==> src/rtl/rapids_pkg.sv <==
// Shared widths, writeback state encoding, write-mask bit positions and ALU opcodes.
// Latency: n/a (declarations only).
// Backpressure: n/a.
package rapids_pkg;

    localparam int DATA_W  = 32;
    localparam int ADDR_W  = 4;
    localparam int FLAGS_W = 8;

    // wr_mask bit positions
    localparam int MASK_Y1 = 0;
    localparam int MASK_Y2 = 1;

    // ALU opcodes, shared with decode so both ends agree on one encoding
    localparam logic [3:0] OP_ADD = 4'd0;
    localparam logic [3:0] OP_SUB = 4'd1;
    localparam logic [3:0] OP_AND = 4'd2;
    localparam logic [3:0] OP_OR  = 4'd3;
    localparam logic [3:0] OP_XOR = 4'd4;
    localparam logic [3:0] OP_SLL = 4'd5;
    localparam logic [3:0] OP_SRL = 4'd6;
    localparam logic [3:0] OP_CMP = 4'd7;

    typedef enum logic [1:0] {
        WB_IDLE = 2'd0,
        WB_WR1  = 2'd1,
        WB_WR2  = 2'd2
    } wb_state_t;

    // Everything captured from the ALU on accept
    typedef struct packed {
        logic [DATA_W-1:0] y1;
        logic [DATA_W-1:0] y2;
        logic [ADDR_W-1:0] dst1;
        logic [ADDR_W-1:0] dst2;
        logic [1:0]        mask;
    } wb_bundle_t;

endpackage

==> src/rtl/alu_writeback_capture.sv <==
// Bundle capture register: holds the accepted ALU result bundle until it retires.
// Latency: 1 cycle (q updates on the edge where load is high).
// Backpressure: none; load is only raised by the owner on an accept.
module wb_capture
    import rapids_pkg::*;
(
    input  logic       clk,
    input  logic       rst_n,
    input  logic       load,
    input  wb_bundle_t d,
    output wb_bundle_t q
);

    // Load on accept, clear asynchronously on reset
    always_ff @(posedge clk or negedge rst_n) begin
        if (!rst_n) begin
            q <= '0;
        end else if (load) begin
            q <= d;
        end
    end

endmodule

==> src/rtl/alu_writeback.sv <==
// ALU writeback: serialises Y1 then Y2 onto one register-file write port; holds compare flags.
// Latency: first write in the cycle after accept; 1 write cycle per enabled mask bit.
// Backpressure: in_ready only in IDLE or while presenting the last pending write; forced low on flush.
module alu_writeback
    import rapids_pkg::*;
(
    input  logic               clk,
    input  logic               rst_n,
    input  logic               in_valid,
    output logic               in_ready,
    input  logic [DATA_W-1:0]  Y1,
    input  logic [DATA_W-1:0]  Y2,
    input  logic [FLAGS_W-1:0] compare_res,
    input  logic [ADDR_W-1:0]  dst1,
    input  logic [ADDR_W-1:0]  dst2,
    input  logic [1:0]         wr_mask,
    input  logic               flags_en,
    input  logic               flush,
    output logic               rf_we,
    output logic [ADDR_W-1:0]  rf_waddr,
    output logic [DATA_W-1:0]  rf_wdata,
    output logic [FLAGS_W-1:0] flags,
    output logic               busy
);

    wb_state_t  state;
    wb_state_t  next_state;
    wb_bundle_t cap;
    wb_bundle_t in_bundle;
    logic       accept;
    logic       last_write;

    assign in_bundle = '{y1: Y1, y2: Y2, dst1: dst1, dst2: dst2, mask: wr_mask};

    // WR1 is the last write when Y2 is not enabled; WR2 is always last
    assign last_write = (state == WB_WR2) ||
                        ((state == WB_WR1) && !cap.mask[MASK_Y2]);
    assign in_ready   = rst_n && !flush && ((state == WB_IDLE) || last_write);
    assign accept     = in_valid && in_ready;
    assign busy       = (state != WB_IDLE);

    wb_capture u_capture (
        .clk   (clk),
        .rst_n (rst_n),
        .load  (accept),
        .d     (in_bundle),
        .q     (cap)
    );

    // State register
    always_ff @(posedge clk or negedge rst_n) begin
        if (!rst_n) begin
            state <= WB_IDLE;
        end else begin
            state <= next_state;
        end
    end

    // Flags update only on an accept with flags_en; flush leaves them alone
    always_ff @(posedge clk or negedge rst_n) begin
        if (!rst_n) begin
            flags <= '0;
        end else if (accept && flags_en) begin
            flags <= compare_res;
        end
    end

    // Next state: flush wins, then a fresh accept, then normal sequencing
    always_comb begin
        next_state = WB_IDLE;
        if (flush) begin
            next_state = WB_IDLE;
        end else if (accept) begin
            if (wr_mask[MASK_Y1]) begin
                next_state = WB_WR1;
            end else if (wr_mask[MASK_Y2]) begin
                next_state = WB_WR2;
            end else begin
                next_state = WB_IDLE;
            end
        end else begin
            case (state)
                WB_IDLE: next_state = WB_IDLE;
                WB_WR1:  next_state = cap.mask[MASK_Y2] ? WB_WR2 : WB_IDLE;
                WB_WR2:  next_state = WB_IDLE;
                default: next_state = WB_IDLE;
            endcase
        end
    end

    // Moore write-port decode; address and data are zero when not writing
    always_comb begin
        rf_we    = 1'b0;
        rf_waddr = '0;
        rf_wdata = '0;
        case (state)
            WB_WR1: begin
                rf_we    = 1'b1;
                rf_waddr = cap.dst1;
                rf_wdata = cap.y1;
            end
            WB_WR2: begin
                rf_we    = 1'b1;
                rf_waddr = cap.dst2;
                rf_wdata = cap.y2;
            end
            default: begin
                rf_we    = 1'b0;
                rf_waddr = '0;
                rf_wdata = '0;
            end
        endcase
    end

endmodule

==> config.mk <==
export PLATFORM = sky130hd
export DESIGN_NAME = alu_writeback
export DESIGN_NICKNAME = d
export VERILOG_FILES = /design/src/rtl/rapids_pkg.sv /design/src/rtl/alu_writeback_capture.sv /design/src/rtl/alu_writeback.sv
export SDC_FILE = /design/constraint.sdc
export NUM_CORES = 1
export LEC_CHECK = 0
export BUFFER_PORTS_ARGS = -buffer_cell sky130_fd_sc_hd__buf_2
export CORE_ASPECT_RATIO = 0.9
export CORE_UTILIZATION = 40
export CTS_CLUSTER_DIAMETER = 60
export DETAILED_ROUTE_END_ITERATION = 10
export PLACE_DENSITY = 0.69
export SYNTH_ARGS = -nofsm -noshare
export SYNTH_HDL_FRONTEND = slang
export SYNTH_SLANG_ARGS = --single-unit
==> constraint.sdc <==
create_clock -name clk -period 1.8 [get_ports clk]
set_input_delay 0.09 -clock clk [delete_from_list [all_inputs] [get_ports clk]]
set_output_delay 0.09 -clock clk [all_outputs]
set_load 0.1 [all_outputs]
Word level (Yosys, flattened, before mapping)
Index checks and enable logic that the tools add are counted.
Widths: inputs -> output; s select.
{"block": "totals", "ff_bits": 84, "latch_bits": 0, "ram_bits": 0, "mem_bits_ro": 0, "input_bits": 87, "elab_cells": 30, "n_memories": 0}
{"block": "classes", "add_sub_neg": 0, "n_mul": 0, "div": 0, "n_lt_le_gt_ge": 0, "n_eq_ne": 2, "n_shift": 0, "mux": 9, "bitwise": 0, "n_reduce_logical": 12}
{"cell": "$pmux 32 s2", "count": 1}
{"cell": "$mux 2", "count": 6}
{"cell": "$pmux 4 s2", "count": 1}
{"cell": "$logic_and 1x1->1", "count": 5}
{"cell": "$eq 2x1->1 const B", "count": 1}
{"cell": "$eq 2x2->1 const B", "count": 1}
{"cell": "$logic_not 1->1", "count": 2}
{"cell": "$logic_not 2->1", "count": 1}
{"cell": "$logic_or 1x1->1", "count": 2}
{"cell": "$reduce_bool 2->1", "count": 1}
{"cell": "$reduce_or 2->1", "count": 1}
{"cell": "$mux 1", "count": 1}

Longest topological paths before layout
Gate-level depths: netlist of the first run.
{"block": "logic_depth", "depth_word": 8, "mapped_depth": 8, "ltp_nobuf": 5}

Modules after synthesis
From an unflattened synthesis of the first run, not the netlist that was laid out.
{"block": "hier_totals", "hier_cells": 275, "hier_area_um2": 4013.8}
{"mod": "wb_capture", "instances": 1, "cells_each": 156, "area_each_um2": 2994.1}
{"mod": "alu_writeback", "instances": 1, "cells_each": 119, "area_each_um2": 1019.7}

Least setup slack after synthesis of the first run
Ideal clock, no wire load.
{"block": "synth_path", "kind": "reg-to-output", "start": "register state[0]", "end": "output rf_wdata[10]", "arrival_time_ps": 2963, "required_ps": 1710, "slack_ps": -1253, "stages_incl_launch_ff": 5, "cell_sequence": "dfrtp_1 > inv_1 > ha_1 > clkbuf_1 > nor2b_1"}
{"block": "synth_between", "elab_chain_cells": 2}
{"element": "start, declared", "line_no": "alu_writeback.sv:26", "source": "wb_state_t state;"}
{"element": "start signal, assigned", "line_no": "alu_writeback.sv:55", "source": "state <= next_state;"}
{"element": "$eq 2x2->1 or $eq 2x1->1 (tied branches)", "line_no": "alu_writeback.sv:96", "source": "case (state)"}
{"element": "$pmux 32 s2 *", "line_no": "alu_writeback.sv:96"}
{"element": "end, declared", "line_no": "alu_writeback.sv:21", "source": "output logic [DATA_W-1:0] rf_wdata,"}
Every way passes the cells marked *; elsewhere a longest branch is shown, timed or not.

Worst setup path after layout of the first run
{"block": "layout_path", "start": "register state[0]", "end": "register u_capture.q[3] (netlist bit)"}
{"block": "layout_between", "elab_chain_cells": 6}
{"element": "$eq 2x1->1", "line_no": "alu_writeback.sv:37", "source": "((state == WB_WR1) && !cap.mask[MASK_Y2]);"}
{"element": "$logic_and 1x1->1", "line_no": "alu_writeback.sv:37"}
{"element": "$logic_or 1x1->1", "line_no": "alu_writeback.sv:36", "source": "assign last_write = (state == WB_WR2) ||"}
{"element": "$logic_or 1x1->1 *", "line_no": "alu_writeback.sv:38", "source": "assign in_ready = rst_n && !flush && ((state == WB_IDLE) || last_write);"}
{"element": "$logic_and 1x1->1 *", "line_no": "alu_writeback.sv:38"}
{"element": "$logic_and 1x1->1 *", "line_no": "alu_writeback.sv:39", "source": "assign accept = in_valid && in_ready;"}
{"element": "end signal, assigned", "line_no": "alu_writeback_capture.sv:17", "source": "q <= '0;"}
{"element": "end signal, assigned", "line_no": "alu_writeback_capture.sv:19", "source": "q <= d;"}
{"element": "end, declared", "line_no": "alu_writeback_capture.sv:11", "source": "output wb_bundle_t q"}
Marks and branches as above.
A chain may end at the register's enable or synchronous reset.

==> key figures, run 1 <==
Layout
  – P&R area growth vs syn: 96.44%
  – Ant diodes: 0
  – Share of layout cells above drive strength 1: 0.6622
  – Nets: 603

Worst setup path
  – Crit-path max cell delay: 0.41 ns
  – Critical Path RT: between 2 and 2.5 ns
  – Cells along the critical path: inv_2 > ha_4 > nor2_4 > a211oi_4 > buf_6 > buf_12 > mux2_2
  – Startpoint Class: flip-flop
  – CP Class: reg2reg
  – Crit path DAT: 2.13 ns
  – Worst-path fanout max: 11
  – Crit path max-delay family: buffers and inverters
  – Reg2reg path depth: 7
  – R2R Setup Slk: -0.11 ns
  – Bufs and invs on worst path: 3
  – Critical-path top delay cell: dfrtp_1
  – Worst r2r src: state[0]
  – Worst Setup End Kind: flip-flop
  – R2r endpoint: u_capture.q[3]

Floorplanning
  – Site Rows: 33
  – Die H: 94.01 µm
  – Die width: 104.2 µm
  – Io pins: 134
  – Die area: between 0.009 and 0.01 mm²
  – Initial Util: 0.4123
  – Core Box Area: 0.009125 mm²

Timing
  – Final Skew: 0.01264 ns
  – Actual slew at the worst max-slew pin: ~1.1 ns
  – Final Cycle Share: 1.061
  – Final setup TNS: -7.123 ns
  – Fmax achieved: 523.8 MHz
  – Slew headroom: 0.2934
  – Minimum clock period: 1.909 ns
  – Final Hold Fails: 0
  – Worst Setup Slack, final: -0.1092 ns
  – Final max-slew violation count: 0
  – RSZ-0062 raised after global routing: true
  – Final setup fails: 117
  – Hold Slack: 0.02418 ns

Route
  – Post-route DRC: 0
  – WL/cell: around 20 µm
  – DR vias: 3231
  – WL final: around 13000 µm
  – DR vias/cell: 5.048
  – Drt pass-1 iters: 4
  – First DRT Iteration DRCs: about 70
  – Final ANT Viol Nets: 0

Yosys
  – Register area share after synthesis: 0.5520
  – Top cells by count, synth: 83 x dfrtp_1, 48 x mux2_1, 36 x a22oi_1, 36 x nor2b_1, 33 x mux2_2
  – Post-synth EDFFs: 0
  – Mapped Area: 0.003762 mm²
  – #FFs+latches synth: 83
  – Distinct cells, synth: 21
  – Synth warnings: 0
  – Predominant post-synthesis flop cell: dfrtp_1
  – Avg Synthesized Cell Area: 13.78 µm²
  – Yosys top cell by area: dfrtp_1
  – Ys async rst share: 1.000
  – Area contributors post-synth: dfrtp_1 55%, mux2_1 14%, mux2_2 9.9%
  – Count leader, synth: dfrtp_1
  – Synth Net Count: 363
  – Mapped Cells: 273
  – Share of the synthesized area in the top cell type: 0.5520

Power
  – Power per cell area: 767.3 mW/mm²
  – Design Power: 5.671 mW
  – Sequential share of power: 0.448
  – Sw power: ~1.8 mW
  – Worst vdd ir: 484.5 µV
  – Gate power share: 0.299
  – Leak pwr: 3.093 nW
  – Clk network pwr share: 0.253
  – P_int: 3.920 mW
  – Sw Share: 0.3088

Placed design
  – GP Congestion: 0.7744
  – HPWL Detailed: around 6200 µm
  – Count of input and output buffers: about 130

Outcome
  – Failing checks: setup timing
  – Status: finished, violations left

Clock network
  – Clock transition at path regs: 0.09 ns
  – Total CTS buffers: 9
  – Clk Latency, worst-skew pair: 0.35 ns
  – CTS tree: built
  – Longest Clk Path Bufs: 2
  – CTS Root Cell: clkbuf_8
  – Clock sink count: 83
  – CTS H-tree lvls: 3

Min path
  – Hold Crit Class: in2async

Global routing
  – Gr ovfl total: 0
  – Largest net degree at the start of global routing: 84
  – Initial antenna violation count: 0
  – Vias in the first global route: around 3.5k
  – GRT Overall Usage: 0.2399
  – First-pass GRT wire length: 17820 µm

Run
  – Max cap viols: 0
## layer usage
metal / track usage / up-vias / share of wire
met1: 0.2656 / 1664 / 0.40
li1: - / 1453 / -
met3: 0.04646 / 15 / 0.036
met2: 0.4622 / 99 / 0.55
met4: 0.07976 / 0 / 0.015
met5: 0 / - / 0
## worst reg2reg max path, delay by kind of cell (launching register included)
| kind | cells | cell delay (ns) |
|---|---|---|
| buffers and inverters | 3 | 0.48 |
| adders and majority gates | 1 | 0.23 |
| muxes | 1 | 0.34 |
| DFF | 1 | 0.41 |
| and+or+nand+nor | 1 | 0.06 |
| AOI/OAI and AO/OA | 1 | 0.28 |
## per-stage QoR
stage          instances  worst slack, ns  cell area (µm²)    util
5_1_grt              640          -0.1670             7391  0.8100
4_1_cts              631         -0.06937             6890  0.7551
3_5_place_dp         526         -0.05728             5553  0.6085
6_report             640          -0.1092             7391  0.8100
2_1_floorplan        273         -0.07823             4066       -
3_3_place_gp         526       -0.0009083             5553  0.6085
## layout make-up
type                            instances  area, µm²
Multi-Input combinational cell        167       2342
Clock buffer                           13      168.9
Tap cell                              122      152.6
Fill cell                             497       1734
Clock inverter                          3      45.04
Sequential cell                        83       2077
Inverter                                4      15.01
Timing Repair Buffer                  248       2590
## worst max path at each step
stage | startpoint | slack [ns] | to | cells past startpoint
finish | state[0] | -0.11 | u_capture.q[3] | 7
global placement | state[0] | -0.0009 | u_capture.q[10] | 7
floorplan | state[0] | -0.08 | rf_wdata[11] | 4
global route | state[0] | -0.17 | u_capture.q[8] | 7
detailed placement | state[0] | -0.06 | u_capture.q[13] | 7
CTS | state[1] | -0.07 | u_capture.q[58] | 8
## layout by cell type (no fill, tap or decap), types with 2 or more instances in the layout
master / n
inv_1: 2
nand2b_1: 2
buf_2: 93
inv_2: 2
buf_12: 48
nor2b_4: 36
clkinvlp_4: 2
buf_16: 2
mux2_4: 78
dfrtp_1: 83
clkbuf_16: 4
dlygate4sd3_1: 82
a211oi_4: 2
a22oi_2: 35
buf_6: 8
mux2_2: 3
clkbuf_8: 12
ha_4: 3
buf_8: 2
buf_4: 8
## power by group through the flow
stage	clock network, mW	logic, mW	registers (mW)
floorplan	0	0.528	2.74
global placement	0	1.12	2.45
detailed placement	0	1.16	2.48
CTS	1.44	1.34	2.49
global route	1.51	1.78	2.59
finish	1.44	1.69	2.54
## registers in the layout, indices dropped and copies added, names as in the netlist
name and flops:
u_capture.q 73, flags 8, state 2
## logic make-up after synthesis
family	count (synthesis)	synth area share
muxes	82	0.2451
AOI/OAI and AO/OA	39	0.08181
buffers and inverters	23	0.03658
adders and majority gates	3	0.009978
and+or+nand+nor	43	0.07449
DFF	83	0.5520
## repair_timing
item,in CTS,in global routing
hold buffers,82,0
setup buffers,5,3
pin swaps,2,5
setup endpoints to repair,107,119
hold endpoints to repair,83,0
gates resized for setup,42,94
gates cloned,2,6
Power figures use the tool's default switching activity.
==> run 2: changes to the inputs <==
- ABC_AREA: default -> 1
- PLACE_DENSITY: 0.69 -> 0.68
==> run 2 against run 1 <==
  * The run ends with hold timing, setup timing left
  * Cell count rose by 29%
  * Worst hold slack worse by 0.036 ns
  * Synthesized cell count up 79%
  * Non-clock buffer count decreased by 29
  * Routed wire length is 8.9% lower
  * Total power fell by 6.5%
  * Via count increased by 20%
  * Critical path type is now reg2out
  * Global-route usage fell by 0.58 points
==> key figures, run 2 <==
Layout
  – P&R area growth vs syn: 71.87%
  – Ant diodes: 0
  – Top reg by flops: u_capture.q
  – Nets: 784
  – Largest register FFs: 73
  – Commonest non-fill, non-tap cells in the layout: 170 x nand2_1, 95 x buf_2, 83 x dfrtp_1, 79 x inv_1, 71 x dlygate4sd3_1
  – Largest regs: u_capture.q x73, flags x8, state x2
  – Share of layout cells above drive strength 1: 0.3577
  – Leading cell type in the layout, fill and taps excluded: nand2_1
  – Final core occ: 0.7150
  – Final Non-Filler Cells: a little over 800

Placed design
  – GP Congestion: 0.8084
  – Count of input and output buffers: 133
  – Placed insts: 730
  – HPWL Detailed: 6814 µm

Yosys
  – Mapped Area: 0.004053 mm²
  – Post-synth EDFFs: 0
  – Share of the synthesized area in the top cell type: 0.5125
  – #FFs+latches synth: 83
  – Post-synthesis mux area share: 0
  – Predominant post-synthesis flop cell: dfrtp_1
  – Largest family of logic cells by synthesized area: simple AND/OR/NAND/NOR gates
  – Register area share after synthesis: 0.5125
  – Area contributors post-synth: dfrtp_1 51%, nand2_1 16%, inv_1 7.5%
  – Simple-Gate Fraction of Synth Area: 0.1815
  – Synth Net Count: between 500 and 600
  – Post-synthesis xor/xnor area fraction: 0
  – Compound-Gate Fraction of Synth Area: 0.1661
  – Count leader, synth: nand2_1
  – Mapped Cells: between 400 and 500
  – Top cells by count, synth: 173 x nand2_1, 83 x dfrtp_1, 81 x inv_1
  – Ys async rst share: 1.000
  – Distinct cells, synth: 23
  – Synth Area in Adders: 0.009262
  – Synth warnings: 0
  – Avg Synthesized Cell Area: between 8 and 9 µm²
  – Yosys top cell by area: dfrtp_1

Worst setup path
  – Reg2reg path depth: 8
  – Startpoint Class: flip-flop
  – Crit path DAT: 1.74 ns
  – Worst-path fanout max: 9
  – Worst Setup End Kind: primary output
  – Cells along the critical path: inv_2 > ha_4 > buf_12 > clkinv_16 > a21oi_4 > buf_12
  – Critical-path top delay cell: dfrtp_1
  – CP Class: reg2out
  – Critical Path RT: between 1.5 and 2 ns
  – Most used cell, CP: buf_12
  – Crit-path max cell delay: between 0.3 and 0.4 ns

Power
  – Leak pwr: 3.246 nW
  – Design Power: approximately 5.3 mW
  – Power per cell area: 761.6 mW/mm²
  – Worst vdd ir: 678.2 µV

Global routing
  – Gr ovfl total: 0
  – First-pass GRT wire length: between 15000 and 20000 µm
  – Vias in the first global route: 3958
  – GRT Overall Usage: 0.2341
  – Largest net degree at the start of global routing: between 80 and 90
  – Initial antenna violation count: 0

Clock network
  – CTS tree: built
  – CTS Root Cell: clkbuf_8
  – Clock sink count: 83
  – Longest Clk Path Bufs: 2
  – Clock transition at path regs: 0.08 ns
  – Total CTS buffers: 9
  – CTS H-tree lvls: 3
  – Clk Latency, worst-skew pair: about 0.35 ns

Timing
  – Fmax achieved: 547.6 MHz
  – Slew headroom: 0.3118
  – RSZ-0062 raised after global routing: true
  – Minimum clock period: 1.826 ns
  – Final setup TNS: -0.3878 ns
  – Final max-slew violation count: 0
  – Final Cycle Share: 1.015
  – Actual slew at the worst max-slew pin: 1.032 ns
  – Final setup fails: 32
  – Final Hold Fails: 16
  – Final Skew: 0.01193 ns
  – Worst Setup Slack, final: -0.02615 ns
  – Hold Slack: -0.01157 ns

Floorplanning
  – Die area: about 0.011 mm²
  – Die H: 97.49 µm
  – Die width: ~110 µm
  – Io pins: 134
  – Site Rows: 34
  – Initial Util: 0.4160
  – Core Box Area: 0.009742 mm²

Route
  – Final ANT Viol Nets: 0
  – Drt pass-1 iters: 4
  – WL/cell: 14.07 µm
  – First DRT Iteration DRCs: between 150 and 200
  – DR vias/cell: 4.697
  – DR vias: roughly 3.9k
  – Post-route DRC: 0
  – WL final: 11610 µm

Outcome
  – Status: finished, violations left
  – Failing checks: hold timing, setup timing

Min path
  – Hold Crit Class: in2async

Run
  – Max cap viols: 0
==> run 2: cell types whose count changed after synthesis, moves of 3 or more <==
cell     before  now
buf_1         0    4
nor2b_1      36    0
inv_1         4   81
nor2_1        0    5
a21oi_1       1   36
buf_6         6    9
o21ai_2       0   34
a22oi_1      36    0
o21ai_1       0    4
o21ai_0       0   35
buf_8         0    3
mux2_2       33    0
nand2_1       1  173
mux2_1       48    0
==> run 2: area by class of cell <==
cell class | count | area (µm²)
Clock buffer | 10 | 127.6
Timing Repair inverter | 3 | 90.09
Clock inverter | 6 | 113.9
Multi-Input combinational cell | 296 | 1899
Timing Repair Buffer | 219 | 2166
Sequential cell | 83 | 2077
Fill cell | 714 | 2776
Inverter | 82 | 334.1
Tap cell | 126 | 157.7
==> run 2: cell families after synthesis <==
group | after synthesis
and+or+nand+nor | 184
AOI/OAI and AO/OA | 109
buffers and inverters | 109
adders and majority gates | 3
DFF | 83
==> run 2: metrics by stage <==
step                worst slack, ns  instance area [µm²]
floorplan                   -0.1430                 4464
global placement             0.1767                 5710
detailed placement           0.1372                 5710
CTS                        -0.01168                 6958
global route                -0.1118                 6965
finish                     -0.02615                 6965
==> run 2: where the power goes <==
group          switching, mW  total [mW]  internal (mW)  leakage [nW]
Combinational          0.838        1.31          0.475          2.09
Clock                  0.694        1.62          0.925         0.113
Sequential             0.183        2.37           2.19          1.04
Total                   1.71        5.31           3.59          3.25
==> run 2: path summary, 6_finish.rpt <==
kind,slack (ns),endpoint,startpoint
worst min-delay path,-0.01,flags[7],rst_n
max in group asynchronous,1.12,state[1],rst_n
worst max register to register,0.17,u_capture.q[9],state[0]
min in group clk,0.01,u_capture.q[43],Y1[1]
worst min register to register,0.48,flags[3],flags[3]
worst max-delay path,-0.03,rf_wdata[25],state[0]
==> run 2: critical path: cells and delay by family (launching register included) <==
kind / cells / cell delay, ns
buf+inv: 4 / 0.54
compound gates: 1 / 0.16
fa+ha+maj: 1 / 0.30
flops: 1 / 0.38
==> run 2: what timing repair did <==
action                     in CTS  in global routing
buffers inserted                4                  0
cloned                          4                  0
hold buffers                   71                  0
resized for setup              25                  3
hold endpoints to repair       71                  0
setup endpoints to repair      36                 38
pin swaps                       1                  0
==> run 2: metal layers <==
| layer | vias to the layer above | routed length, µm | global-route usage |
|---|---|---|---|
| met3 | 14 | 695 | 0.04427 |
| met1 | 1839 | 4845 | 0.2970 |
| met2 | 129 | 5907 | 0.4057 |
| met4 | 0 | 157 | 0.06006 |
| met5 | - | 0 | 0 |
| li1 | 1893 | - | - |
